**src/rtl/uart_tx.sv**
```systemverilog
// UART transmitter: accepts a byte on a valid/ready handshake and sends it LSB first
// with a start bit, optional parity bit and 1 or 2 stop bits on an idle-high line.
module uart_tx #(
  parameter int CLK_FREQ    = 50000000,
  parameter int BAUD_RATE   = 9600,
  parameter int CLK_PER_BIT = 5208,
  parameter int PARITY_EN   = 0,
  parameter int PARITY_ODD  = 0,
  parameter int STOP_BITS   = 1
) (
  input  logic       i_clk,
  input  logic       i_reset,
  input  logic [7:0] i_data,
  input  logic       i_valid,
  output logic       o_ready,
  output logic       o_tx,
  output logic       o_busy,
  output logic       o_done
);
  // CLK_FREQ/BAUD_RATE only describe the intended rate; CLK_PER_BIT alone sets timing.
  localparam int CPB = (CLK_FREQ > 0 && BAUD_RATE > 0) ? CLK_PER_BIT : CLK_PER_BIT;
  localparam int CW  = (CPB > 1) ? $clog2(CPB) : 1;
  localparam logic [CW-1:0] CNT_LAST  = CW'(CPB - 1);
  localparam logic [CW-1:0] CNT_PRE   = CW'(CPB - 2);
  localparam logic [2:0]    STOP_LAST = 3'(STOP_BITS - 1);

  typedef enum logic [2:0] {IDLE, START, DATA, PARITY, STOP} state_t;

  state_t        state_reg;
  logic [CW-1:0] cnt_reg;
  logic [2:0]    idx_reg;
  logic [7:0]    shift_reg;
  logic          accept;
  logic          bit_end;
  logic          parity_bit;

  assign accept     = i_valid && o_ready;
  assign bit_end    = (cnt_reg == CNT_LAST);
  assign parity_bit = (^shift_reg) ^ PARITY_ODD[0];

  always_ff @(posedge i_clk) begin
    if (i_reset) begin
      state_reg <= IDLE;
      cnt_reg   <= '0;
      idx_reg   <= '0;
      shift_reg <= '0;
      o_tx      <= 1'b1;
      o_ready   <= 1'b1;
      o_busy    <= 1'b0;
      o_done    <= 1'b0;
    end else begin
      o_done  <= 1'b0;
      cnt_reg <= cnt_reg + 1'b1;
      case (state_reg)
        IDLE: begin
          cnt_reg <= '0;
          o_tx    <= 1'b1;
          o_busy  <= 1'b0;
          o_ready <= 1'b1;
          if (accept) begin
            shift_reg <= i_data;
            state_reg <= START;
            o_tx      <= 1'b0;
            o_busy    <= 1'b1;
            o_ready   <= 1'b0;
          end
        end
        START: begin
          if (bit_end) begin
            cnt_reg   <= '0;
            idx_reg   <= '0;
            state_reg <= DATA;
            o_tx      <= shift_reg[0];
          end
        end
        DATA: begin
          if (bit_end) begin
            cnt_reg <= '0;
            if (idx_reg == 3'd7) begin
              idx_reg <= '0;
              if (PARITY_EN != 0) begin
                state_reg <= PARITY;
                o_tx      <= parity_bit;
              end else begin
                state_reg <= STOP;
                o_tx      <= 1'b1;
              end
            end else begin
              idx_reg <= idx_reg + 3'd1;
              o_tx    <= shift_reg[idx_reg + 3'd1];
            end
          end
        end
        PARITY: begin
          if (bit_end) begin
            cnt_reg   <= '0;
            idx_reg   <= '0;
            state_reg <= STOP;
            o_tx      <= 1'b1;
          end
        end
        STOP: begin
          // Raise done/ready one cycle early so both are high on the final stop cycle.
          if (cnt_reg == CNT_PRE && idx_reg == STOP_LAST) begin
            o_done  <= 1'b1;
            o_ready <= 1'b1;
          end
          if (bit_end) begin
            cnt_reg <= '0;
            if (idx_reg == STOP_LAST) begin
              idx_reg <= '0;
              if (accept) begin
                shift_reg <= i_data;
                state_reg <= START;
                o_tx      <= 1'b0;
                o_ready   <= 1'b0;
              end else begin
                state_reg <= IDLE;
                o_tx      <= 1'b1;
                o_busy    <= 1'b0;
                o_ready   <= 1'b1;
              end
            end else begin
              idx_reg <= idx_reg + 3'd1;
            end
          end
        end
        default: begin
          state_reg <= IDLE;
          cnt_reg   <= '0;
          idx_reg   <= '0;
          o_tx      <= 1'b1;
          o_busy    <= 1'b0;
          o_ready   <= 1'b1;
        end
      endcase
    end
  end
endmodule

```
**config.mk**
```make
export PLATFORM = sky130hd
export DESIGN_NAME = uart_tx
export DESIGN_NICKNAME = d
export VERILOG_FILES = /design/src/rtl/uart_tx.sv
export SDC_FILE = /design/constraint.sdc
export NUM_CORES = 1
export LEC_CHECK = 0
export CAP_MARGIN = 20
export CELL_PAD_IN_SITES_DETAIL_PLACEMENT = 1
export CELL_PAD_IN_SITES_GLOBAL_PLACEMENT = 2
export CORE_ASPECT_RATIO = 1.25
export CORE_MARGIN = 2
export CORE_UTILIZATION = 37
export CTS_CLUSTER_DIAMETER = 200
export CTS_CLUSTER_SIZE = 12
export DETAILED_ROUTE_END_ITERATION = 8
export PLACE_DENSITY_LB_ADDON = 0.1
export SLEW_MARGIN = 5
export SYNTH_ARGS = -nofsm -noshare
export SYNTH_HDL_FRONTEND = slang
export SYNTH_SLANG_ARGS = --single-unit
```
**constraint.sdc**
```tcl
create_clock -name i_clk -period 2.8 [get_ports i_clk]
set_input_delay 0.84 -clock i_clk [delete_from_list [all_inputs] [get_ports i_clk]]
set_output_delay 0.84 -clock i_clk [all_outputs]
set_load 0.02 [all_outputs]
```
# Yosys cells after proc, flatten, opt, wreduce, memory -nomap -nowiden
# Cells that the tools add are included.
[op_classes]
add_sub_neg = 2
multipliers = 0
n_div = 0
magnitude_cmp = 1
eq_ne = 16
n_shift = 0
mux = 39
n_bitwise = 4
reduce_logical = 15
[op_table]
columns = ["cell", "count"]
rows = [
  ["3-bit 2-to-1 mux", 12],
  ["13-bit equality test (second input constant)", 2],
  ["8-bit 2-to-1 mux", 3],
  ["1-bit 2-to-1 mux", 17],
  ["2-bit != test (second input constant)", 8],
  ["8-bit one-hot mux with 2 select lines", 1],
  ["3-bit one-hot mux with 5 select lines", 1],
  ["13-bit by 1-bit adder with 13-bit output (second input constant)", 1],
  ["3-bit one-hot mux with 4 select lines", 1],
  ["4-bit AND reduction", 2],
  ["7-bit AND reduction", 1],
  ["3-bit by 2-bit equality test with 1-bit output (second input constant)", 2],
  ["3-bit equality test (second input constant)", 2],
  ["3-bit logical NOT", 2],
  ["1-bit one-hot mux with 3 select lines", 2],
  ["3-bit OR reduction", 2],
  ["1-bit one-hot mux with 5 select lines", 1],
  ["5-bit AND reduction", 1],
  ["3-bit by 4-bit < comparator with 1-bit output (second input constant)", 1],
  ["1-bit inverter", 4],
  ["2-bit OR reduction", 2],
  ["4-bit OR reduction", 1],
  ["3-bit by 1-bit adder with 3-bit output (second input constant)", 1],
  ["1-bit binary-select mux with 3-bit select", 1],
  ["other kinds (5)", 6],
]
[totals]
regBits = 31
latch_bits = 0
mem_bits_rw = 0
mem_bits_ro = 0
input_bits = 11
out_inout_bits = 4
elab_cells = 85
memories = 0

# Depth between registers and ports, before layout
# Gate-level depths: netlist of run 1.
[depth]
depth_word = 6
mapped_depth = 8
ltp_nobuf = 7

# Worst setup path before layout of run 1
# No wires, ideal clock.
[synth_path]
path_type = "input -> register"
start = "input i_valid"
end = "register shift_reg[0]"
setup_time_ns = 0.128
arrival_ns = 1.775
required_ns = 2.672
path_slack_ns = 0.898
path_stages = 6
path_buffers = 1
path_cell_list = "nand2_1 -> a2111oi_0 -> o21ai_1 -> buf_2 -> mux2i_1 -> nor2_1"
[synth_via]
elab_chain_len = 5
[synth_rtl]
columns = ["item", "line_no", "text"]
rows = [
  ["start, declared", "14", "input logic i_valid,"],
  ["1-bit logical AND *", "37", "assign accept = i_valid && o_ready;"],
  ["8-bit 2-to-1 mux *", "-", ""],
  ["8-bit 2-to-1 mux (2 in a row)", "-", ""],
  ["8-bit one-hot mux with 2 select lines *", "-", ""],
  ["end signal, assigned", "61", "shift_reg <= i_data;"],
  ["end signal, assigned", "113", "shift_reg <= i_data;"],
  ["end, declared", "32", "logic [7:0] shift_reg;"],
]
# Mark *: on every way between the ends. The rest lies on a longest branch, timed or not. The select of a mux whose other input is x is not followed.
# A chain may end at the register's enable or synchronous reset.

# Worst setup path after layout of run 1
[layout_path]
start = "input i_valid"
end = "register shift_reg[7]"
# Same word-level chain as after synthesis.

==> results of run 1 <==
layout by cell type, fill, tap and decap left out, drive strengths merged, types with 2 or more instances in the layout:
cell            n
dfxtp          31
nor2           30
nand2          14
clkdlybuf4s50  14
mux2i          12
a21oi          10
clkbuf          8
xor2            7
o21ai           7
or3             6
nand3           6
nand2b          6
inv             5
ha              5
nor3            3
buf             3
nor4            3
xnor2           2
or2             2
o22ai           2
a211oi          2
a21o            2
mux4            2
and3            2
or4b            2
a311oi          2
cell type report:
type                    count  share of cell area, %
clock buffers               8                  5.358
inverters                   5                  1.005
multi-input cells         135                  47.96
flip-flops and latches     31                  33.22
well taps                  56                  3.751
repair buffers             17                  8.707
power by group through the flow:
stage          clock (mW)  combinational (mW)  sequential (mW)
5_1_grt             0.426               0.508            0.602
3_3_place_gp            0               0.444            0.595
4_1_cts             0.401               0.464            0.591
2_1_floorplan           0               0.331            0.586
6_report            0.388               0.457            0.591
3_5_place_dp            0               0.461            0.601
per-stage QoR:
step           total power, mW  setup WS (ns)  cell area [um2]
2_1_floorplan           0.9173         0.8977             1564
3_3_place_gp             1.038         0.3698             1768
3_5_place_dp             1.062         0.2732             1768
4_1_cts                  1.457         0.5468             1868
5_1_grt                  1.537         0.3800             1868
6_report                 1.437         0.5340             1868
path summary, 6_finish.rpt:
check | start | to | slack [ns]
min | cnt_reg[0] | cnt_reg[0] | 0.48
max | i_valid | shift_reg[7] | 0.53
max reg2reg | cnt_reg[11] | o_tx | 0.63
min reg2reg | cnt_reg[0] | cnt_reg[0] | 0.48
cell usage after synthesis (2+ instances only):
library cell and instances:
sky130_fd_sc_hd__ha_1 5, sky130_fd_sc_hd__mux4_2 2, sky130_fd_sc_hd__a21o_1 2, sky130_fd_sc_hd__xnor2_1 2, sky130_fd_sc_hd__or3_1 6, sky130_fd_sc_hd__clkbuf_1 4, sky130_fd_sc_hd__a21oi_1 10, sky130_fd_sc_hd__o21ai_0 6
sky130_fd_sc_hd__nor4_1 2, sky130_fd_sc_hd__xor2_1 7, sky130_fd_sc_hd__nand3_1 6, sky130_fd_sc_hd__nor3_1 3, sky130_fd_sc_hd__o22ai_1 2, sky130_fd_sc_hd__buf_2 2, sky130_fd_sc_hd__inv_1 5, sky130_fd_sc_hd__nand2b_1 6
sky130_fd_sc_hd__dfxtp_1 31, sky130_fd_sc_hd__a211oi_1 2, sky130_fd_sc_hd__or2_2 2, sky130_fd_sc_hd__nor2_1 29, sky130_fd_sc_hd__nand2_1 14, sky130_fd_sc_hd__mux2i_1 12, sky130_fd_sc_hd__and3_1 2
layer usage:
| metal | up-vias | wire (um) | GRT usage (%) |
|---|---|---|---|
| met5 | - | 0 | 0 |
| met4 | 0 | 71 | 8.000 |
| met2 | 17 | 1957 | 29.13 |
| li1 | 651 | - | - |
| met3 | 6 | 81 | 4.985 |
| met1 | 623 | 1556 | 19.06 |
kinds of logic after synthesis:
kind of cell / count (synthesis) / synth area share [%]
flops: 31 / 39.68
simple gates: 78 / 25.44
compound gates: 28 / 11.36
mux: 14 / 10.56
buf+inv: 12 / 3.040
xor+xnor: 9 / 5.040
fa+ha+maj: 6 / 4.880
==> summary by stage, run 1 <==
Run status
The flow ran to the end, and the final reports show no timing, DRC or antenna violations.

Cells and area
The share of cells above drive strength 1 is 9.694%. Relative to the synthesized area, the layout overhead comes to 19.44%. The multi-input combinational cells in the finished layout cover a total of 895.9 um2.

Once layout is complete, the utilization of the core stands at 45.94%. The register area is 620.6 um2. After the flow finishes, the layout carries non-filler instances totaling 252.

The number of flip-flops under the largest register name is 13. The count of filler cells inserted in the layout is 504. 0 antenna diodes ended up in the layout.

The layout net count is 211.

Power and ir drop
The peak supply drop is 0.3936 mV. Power spread over the standard cell area amounts to 769.1 nW/um2. The sequential share of power is 41.1%.

Cell internal power was estimated by the tool at 0.9526 mW. Net switching is 33.70% of the power. The share of total power dissipated in the clock network is 27.0%. The leakage power of the design is 0.7183 nW.

Of the total power, combinational logic draws 31.8%. The switching power is 0.4841 mW.

STA
The final cycle utilization of the critical path is 80.93%. Setup repair after global routing left no endpoint under its margin. On the final layout, the worst clock skew is 0.007493 ns. The worst path in the final design needs a cycle of 2.266 ns, including I/O delays and setup. For the pin with the worst max-slew slack, the measured transition is 0.6930 ns. The final-report hold violation count is 0.

After routing, the total negative slack on setup checks comes to 0 ns. The worst slew margin relative to its limit is 53.37%. Setup violations remaining at the end of the flow were counted as 0. The number of max-slew violations in the final report is 0.

Across all hold checks on the routed design, the worst slack comes to 0.4769 ns. The maximum clock frequency is 441.3 MHz.

Synthesis
The number of warnings issued by yosys is 0. The proportion of synthesized chip area in sequential cells is 39.68%. Counting flops with a built-in enable in the synthesized netlist gives 0. The fraction of synthesized cell area taken by the top area cell type is 39.68%.

In this run the cell area of the synthesized design comes to 1564 um2. sky130_fd_sc_hd__dfxtp_1 takes more of the synthesized area than any other cell. By area the synthesized netlist is led by sky130_fd_sc_hd__dfxtp_1 (40%), sky130_fd_sc_hd__mux2i_1 (7.7%), sky130_fd_sc_hd__nor2_1 (7.0%). After synthesis the netlist holds a flip-flop and latch count of 31. Synthesis instantiated 39 different standard cells from the library. Of all flip-flops after synthesis, the portion carrying an async set or reset was 0%.

A synthesized cell averages 8.787 um2. Counting every instance in the synthesized netlist gives 178. The most used flip-flop cell after synthesis is sky130_fd_sc_hd__dfxtp_1. The net count of the mapped netlist is 194.

Global route
The final global-route overflow total is 0. The first global-routing pass estimated 6.210 mm of wire. The overall routing resource usage is 16.89%. The via count of the first global-routing pass was 1322.

The number of antenna violations at the first check in global routing is 0. Entering global routing, the biggest net connects 14 pins.

Worst setup path
Measured in cells, the most critical reg-to-reg path has a length of 5. The kind of cell with the highest combined delay on the critical path is buffers and inverters. The worst setup path category is in2reg. The signal on the critical path passes through clkdlybuf4s50_1 -> nand2_1 -> a2111oi_0 -> o21ai_1 -> buf_4 -> mux2i_1 -> nor2_1. The delay of the slowest cell on the worst path is 0.48 ns. The total number of cells along the worst setup path is 7. The worst endpoint data arrival time is 2.45 ns. Counting both buffers and inverters, the worst setup path holds a total of 2. The worst setup path is captured at a flop. Data on the critical path is required at its endpoint by 2.98 ns. The worst setup path is launched from a primary input. The highest-delay cell along the critical path is sky130_fd_sc_hd__clkdlybuf4s50_1. Of all nets on the critical path, the largest fanout is 9.

Floorplanning
Once the floorplan was initialized, standard cells occupied 38.46% of the core. The die covers 4766 um2. The floorplan step set the die height to 76.69 um. The I/O pin total is 15. After floorplanning, the core was sized to cover 4066 um2. The initialized floorplan defines 26 standard-cell rows.

The die is 62.15 um wide.

Clock network
In this run the number of H-tree levels came out at 2. The clock latency of the later-clocked register in the worst-skew pair is 0.29 ns. The number of CTS-inserted buffers is 5. The number of setup buffers added after CTS is 0. Clock tree synthesis found a total of 31 sinks. The number of instances resized during post-cts repair is 0.

TritonCTS built the clock tree. The clock-pin slew reported for the worst setup and hold paths after clock tree synthesis is 0.06 ns. The root cell of the clock tree is sky130_fd_sc_hd__clkbuf_8.

Hold repair after CTS inserted 0 buffers. The maximum number of buffers from clock root to sink is 2.

Job
The number of max-cap violations is 0.

Route
In the final routed layout, each cell accounts on average for 14.55 um. The number of iterations in the first detailed-routing pass is 4. The DRC violations left is 0. The overall routed net length is 3.667 mm. The initial DRC count is 57. Once detail routing completed, the nets flagged for antenna violations numbered 0. The final route contains 1297 vias. The average via count per standard cell is 5.147.

Placement
The count of input and output buffers is 14. The number of instances in the placed design is 244. The HPWL after detailed placement is 2.780 mm. At the end of routability-driven placement, the weighted congestion stood at 0.7761.

Min path
The min-delay analysis places its worst path in the category reg2reg. The count of cells along the worst hold path is 1.
(Power assumes the default switching activity.)
==> inputs of run 2 (changes only) <==
--- a/config.mk
+++ b/config.mk
@@ -10,7 +10,7 @@
 export CELL_PAD_IN_SITES_GLOBAL_PLACEMENT = 2
 export CORE_ASPECT_RATIO = 1.25
 export CORE_MARGIN = 2
-export CORE_UTILIZATION = 37
+export CORE_UTILIZATION = 31
 export CTS_CLUSTER_DIAMETER = 200
 export CTS_CLUSTER_SIZE = 12
 export DETAILED_ROUTE_END_ITERATION = 8
==> constraint.sdc (replaced) <==
create_clock -name i_clk -period 1.8 [get_ports i_clk]
set_input_delay 0.54 -clock i_clk [delete_from_list [all_inputs] [get_ports i_clk]]
set_output_delay 0.54 -clock i_clk [all_outputs]
set_load 0.02 [all_outputs]
==> summary by stage, run 2 (synthesis gave the netlist of run 1 again) <==
STA
The routed design could run at a clock period as short as 1.949 ns. The setup violation total in the final timing report is 29. The final-report hold violation count came to 0. The setup clock skew after layout is 0.01056 ns. The worst-case setup margin in the final layout is -0.1487 ns.

The total negative slack for setup checks is -2.703 ns. Of the available clock period, the critical path in the final layout requires 108.3%. Setup repair after global routing could not meet its margin everywhere. Based on the critical path, the design can be clocked at up to 513.2 MHz. The transition time at the pin with the least slew margin is 0.3961 ns. The number of max-slew violations in the final report came to 0. The worst slew margin relative to its limit is 73.40%.

Worst setup path
The worst setup path category is reg2reg. The worst-case register-to-register setup slack is -0.15 ns. The most critical setup path has its startpoint at cnt_reg[8]. For the worst setup path, the data required time is 2.01 ns.

Data on the critical path arrives at its endpoint at 2.16 ns. The startpoint identified for the worst register-to-register timing path is cnt_reg[8]. STA classifies the critical path endpoint as a flop. The number of cell instances on the worst register-to-register path is 6.

The capturing instance or port of the critical path is state_reg[1]. The worst register-to-register path ends at state_reg[1]. STA classifies the critical path startpoint as a flop. The worst-path maximum fanout is 5.

Floorplanning
The area of the core is 4800 um2. The width of the chip is 67.53 um. The initial utilization of the core area, before any placement, comes to 32.59%. The die area is 5633 um2.

The I/O pin total is 15. The die height is 83.42 um. After floorplanning, the core was divided into 28 placement rows.

Route
Summed over all layers, the routed wires come to 4.315 mm. The number of iterations in the first detailed-routing pass is 4. Detailed routing inserted a total of 1440 vias.

In the routed design, unresolved DRC markers number 0. In this run the remaining antenna-violating nets after routing total 0. In the final routed layout, each cell accounts on average for 14.88 um.

For this block, the initial DRC count from the detailed router was 48. After detailed routing, the number of vias per cell comes to 4.966.

Min path
The worst hold-check path type is reg2reg.

Cells and area
From synthesis to final layout, the design area changed by 43.04%. The most common library cell in the layout ignoring fill and taps is sky130_fd_sc_hd__buf_4. The share of cells above drive strength 1 is 30.43%. The layout has 562 filler cells. The summed area of non-filler cells in the final layout is 2237 um2. The final layout contains 245 nets.

In the layout the commonest cells are sky130_fd_sc_hd__buf_4 (33), sky130_fd_sc_hd__nor2_1 (28), sky130_fd_sc_hd__dfxtp_1 (27), sky130_fd_sc_hd__nand2_1 (14). The register with the most flip-flops in the layout has 13 of them. The final antenna diode count is 0.

Clock network
Counting along the longest clock path gives a buffer depth of 2. The tree is rooted in a sky130_fd_sc_hd__clkbuf_8. The number of sinks driven by the clock tree is 31. The clock-pin slew reported for the worst setup and hold paths after clock tree synthesis is 0.07 ns.

The clock latency of the later-clocked register in the worst-skew pair is 0.29 ns. Clock tree synthesis inserted a total of 5 buffers. The maximum level of the CTS H-tree is 2. TritonCTS built the clock tree.

Run status
The run finished, with violations left. The checks that failed: negative setup slack.

Placement
The final weighted congestion of routability-driven global placement is 0.7350. The post-place instance area is 1996 um2. The estimated wirelength of the detail-placed design is 3.247 mm. During placement, the flow inserted port buffers numbering 14.

Power and ir drop
The leakage power of the design is 0.9099 nW. The peak supply drop is 0.6504 mV. The overall power of the completed layout is 2.390 mW. The power density over cell area is 1068 nW/um2.

Global route
The via count of the first global-routing pass is 1507. The wire length of the first global-routing pass is 7.093 mm. The overall routing resource usage is 16.68%.

For this run the aggregate overflow at the end of global routing stands at 0. Entering global routing, the biggest net connects 17 pins. The number of antenna violations at the first check in global routing is 0.

Job
Across the run, the number of max-cap violations was 0.
run 2: cell types whose count changed in the layout (fill, tap and decap cells not counted), sizes merged:
cell / delta
dlymetal6s2s: +1
clkinvlp: +1
buf: +34
clkinv: +1
clkbuf: -2
clkdlybuf4s50: -3
dlygate4sd2: +2
run 2: routing by layer:
layer	share of wire (%)	track usage, %	vias up
met5	0	0	-
met3	1.9	4.472	6
met4	1.5	6.122	0
met1	41	18.43	702
li1	-	-	721
met2	56	29.32	11
run 2: cell type report:
class,instances,area (um2),share of cell area [%]
Inverter,5,18.77,0.8389
Clock buffer,6,72.57,3.244
Timing Repair Buffer,51,441.7,19.74
Tap cell,60,75.07,3.356
Sequential cell,31,625.6,27.96
Clock inverter,2,12.51,0.5593
Multi-Input combinational cell,135,991.0,44.30
run 2: per-stage QoR:
step | setup slack (ns) | instances | util [%] | hold slack, ns
2_1_floorplan | -0.05103 | 178 | - | 0.4411
3_3_place_gp | -0.2779 | 276 | 41.58 | 0.4515
3_5_place_dp | -0.3514 | 276 | 41.58 | 0.4760
4_1_cts | -0.2131 | 288 | 45.23 | 0.4919
5_1_grt | -0.2585 | 290 | 46.61 | 0.4989
6_report | -0.1487 | 290 | 46.61 | 0.4803
run 2: how the worst min path moves through the flow:
stage                from    endpoint  slack [ns]  depth (start not counted)
2_1_floorplan  cnt_reg[0]  cnt_reg[0]        0.44                          1
3_3_place_gp         o_tx        o_tx        0.45                          2
3_5_place_dp         o_tx        o_tx        0.48                          2
4_1_cts              o_tx        o_tx        0.49                          2
5_1_grt        idx_reg[1]  idx_reg[1]        0.50                          2
6_report             o_tx        o_tx        0.48                          2
run 2: power by group:
part | switching, mW | leakage (nW) | internal, mW
clock network | 0.272 | 0.0412 | 0.270
logic | 0.480 | 0.615 | 0.478
registers | 0.0924 | 0.254 | 0.798
run 2: repair_timing:
| item | CTS | global route |
|---|---|---|
| pin swaps | 8 | 9 |
| hold buffers | 0 | 0 |
| resized for setup | 15 | 13 |
| buffers inserted | 4 | 2 |
| setup endpoints to repair | 32 | 32 |
run 2: critical path: stages, from the launching register on:
cell,delay [ns]
sky130_fd_sc_hd__dfxtp_2,0.33
sky130_fd_sc_hd__or4b_4,0.55
sky130_fd_sc_hd__nor4_4,0.28
sky130_fd_sc_hd__buf_6,0.16
sky130_fd_sc_hd__nor2_4,0.04
sky130_fd_sc_hd__a311oi_4,0.27
sky130_fd_sc_hd__mux2i_1,0.24
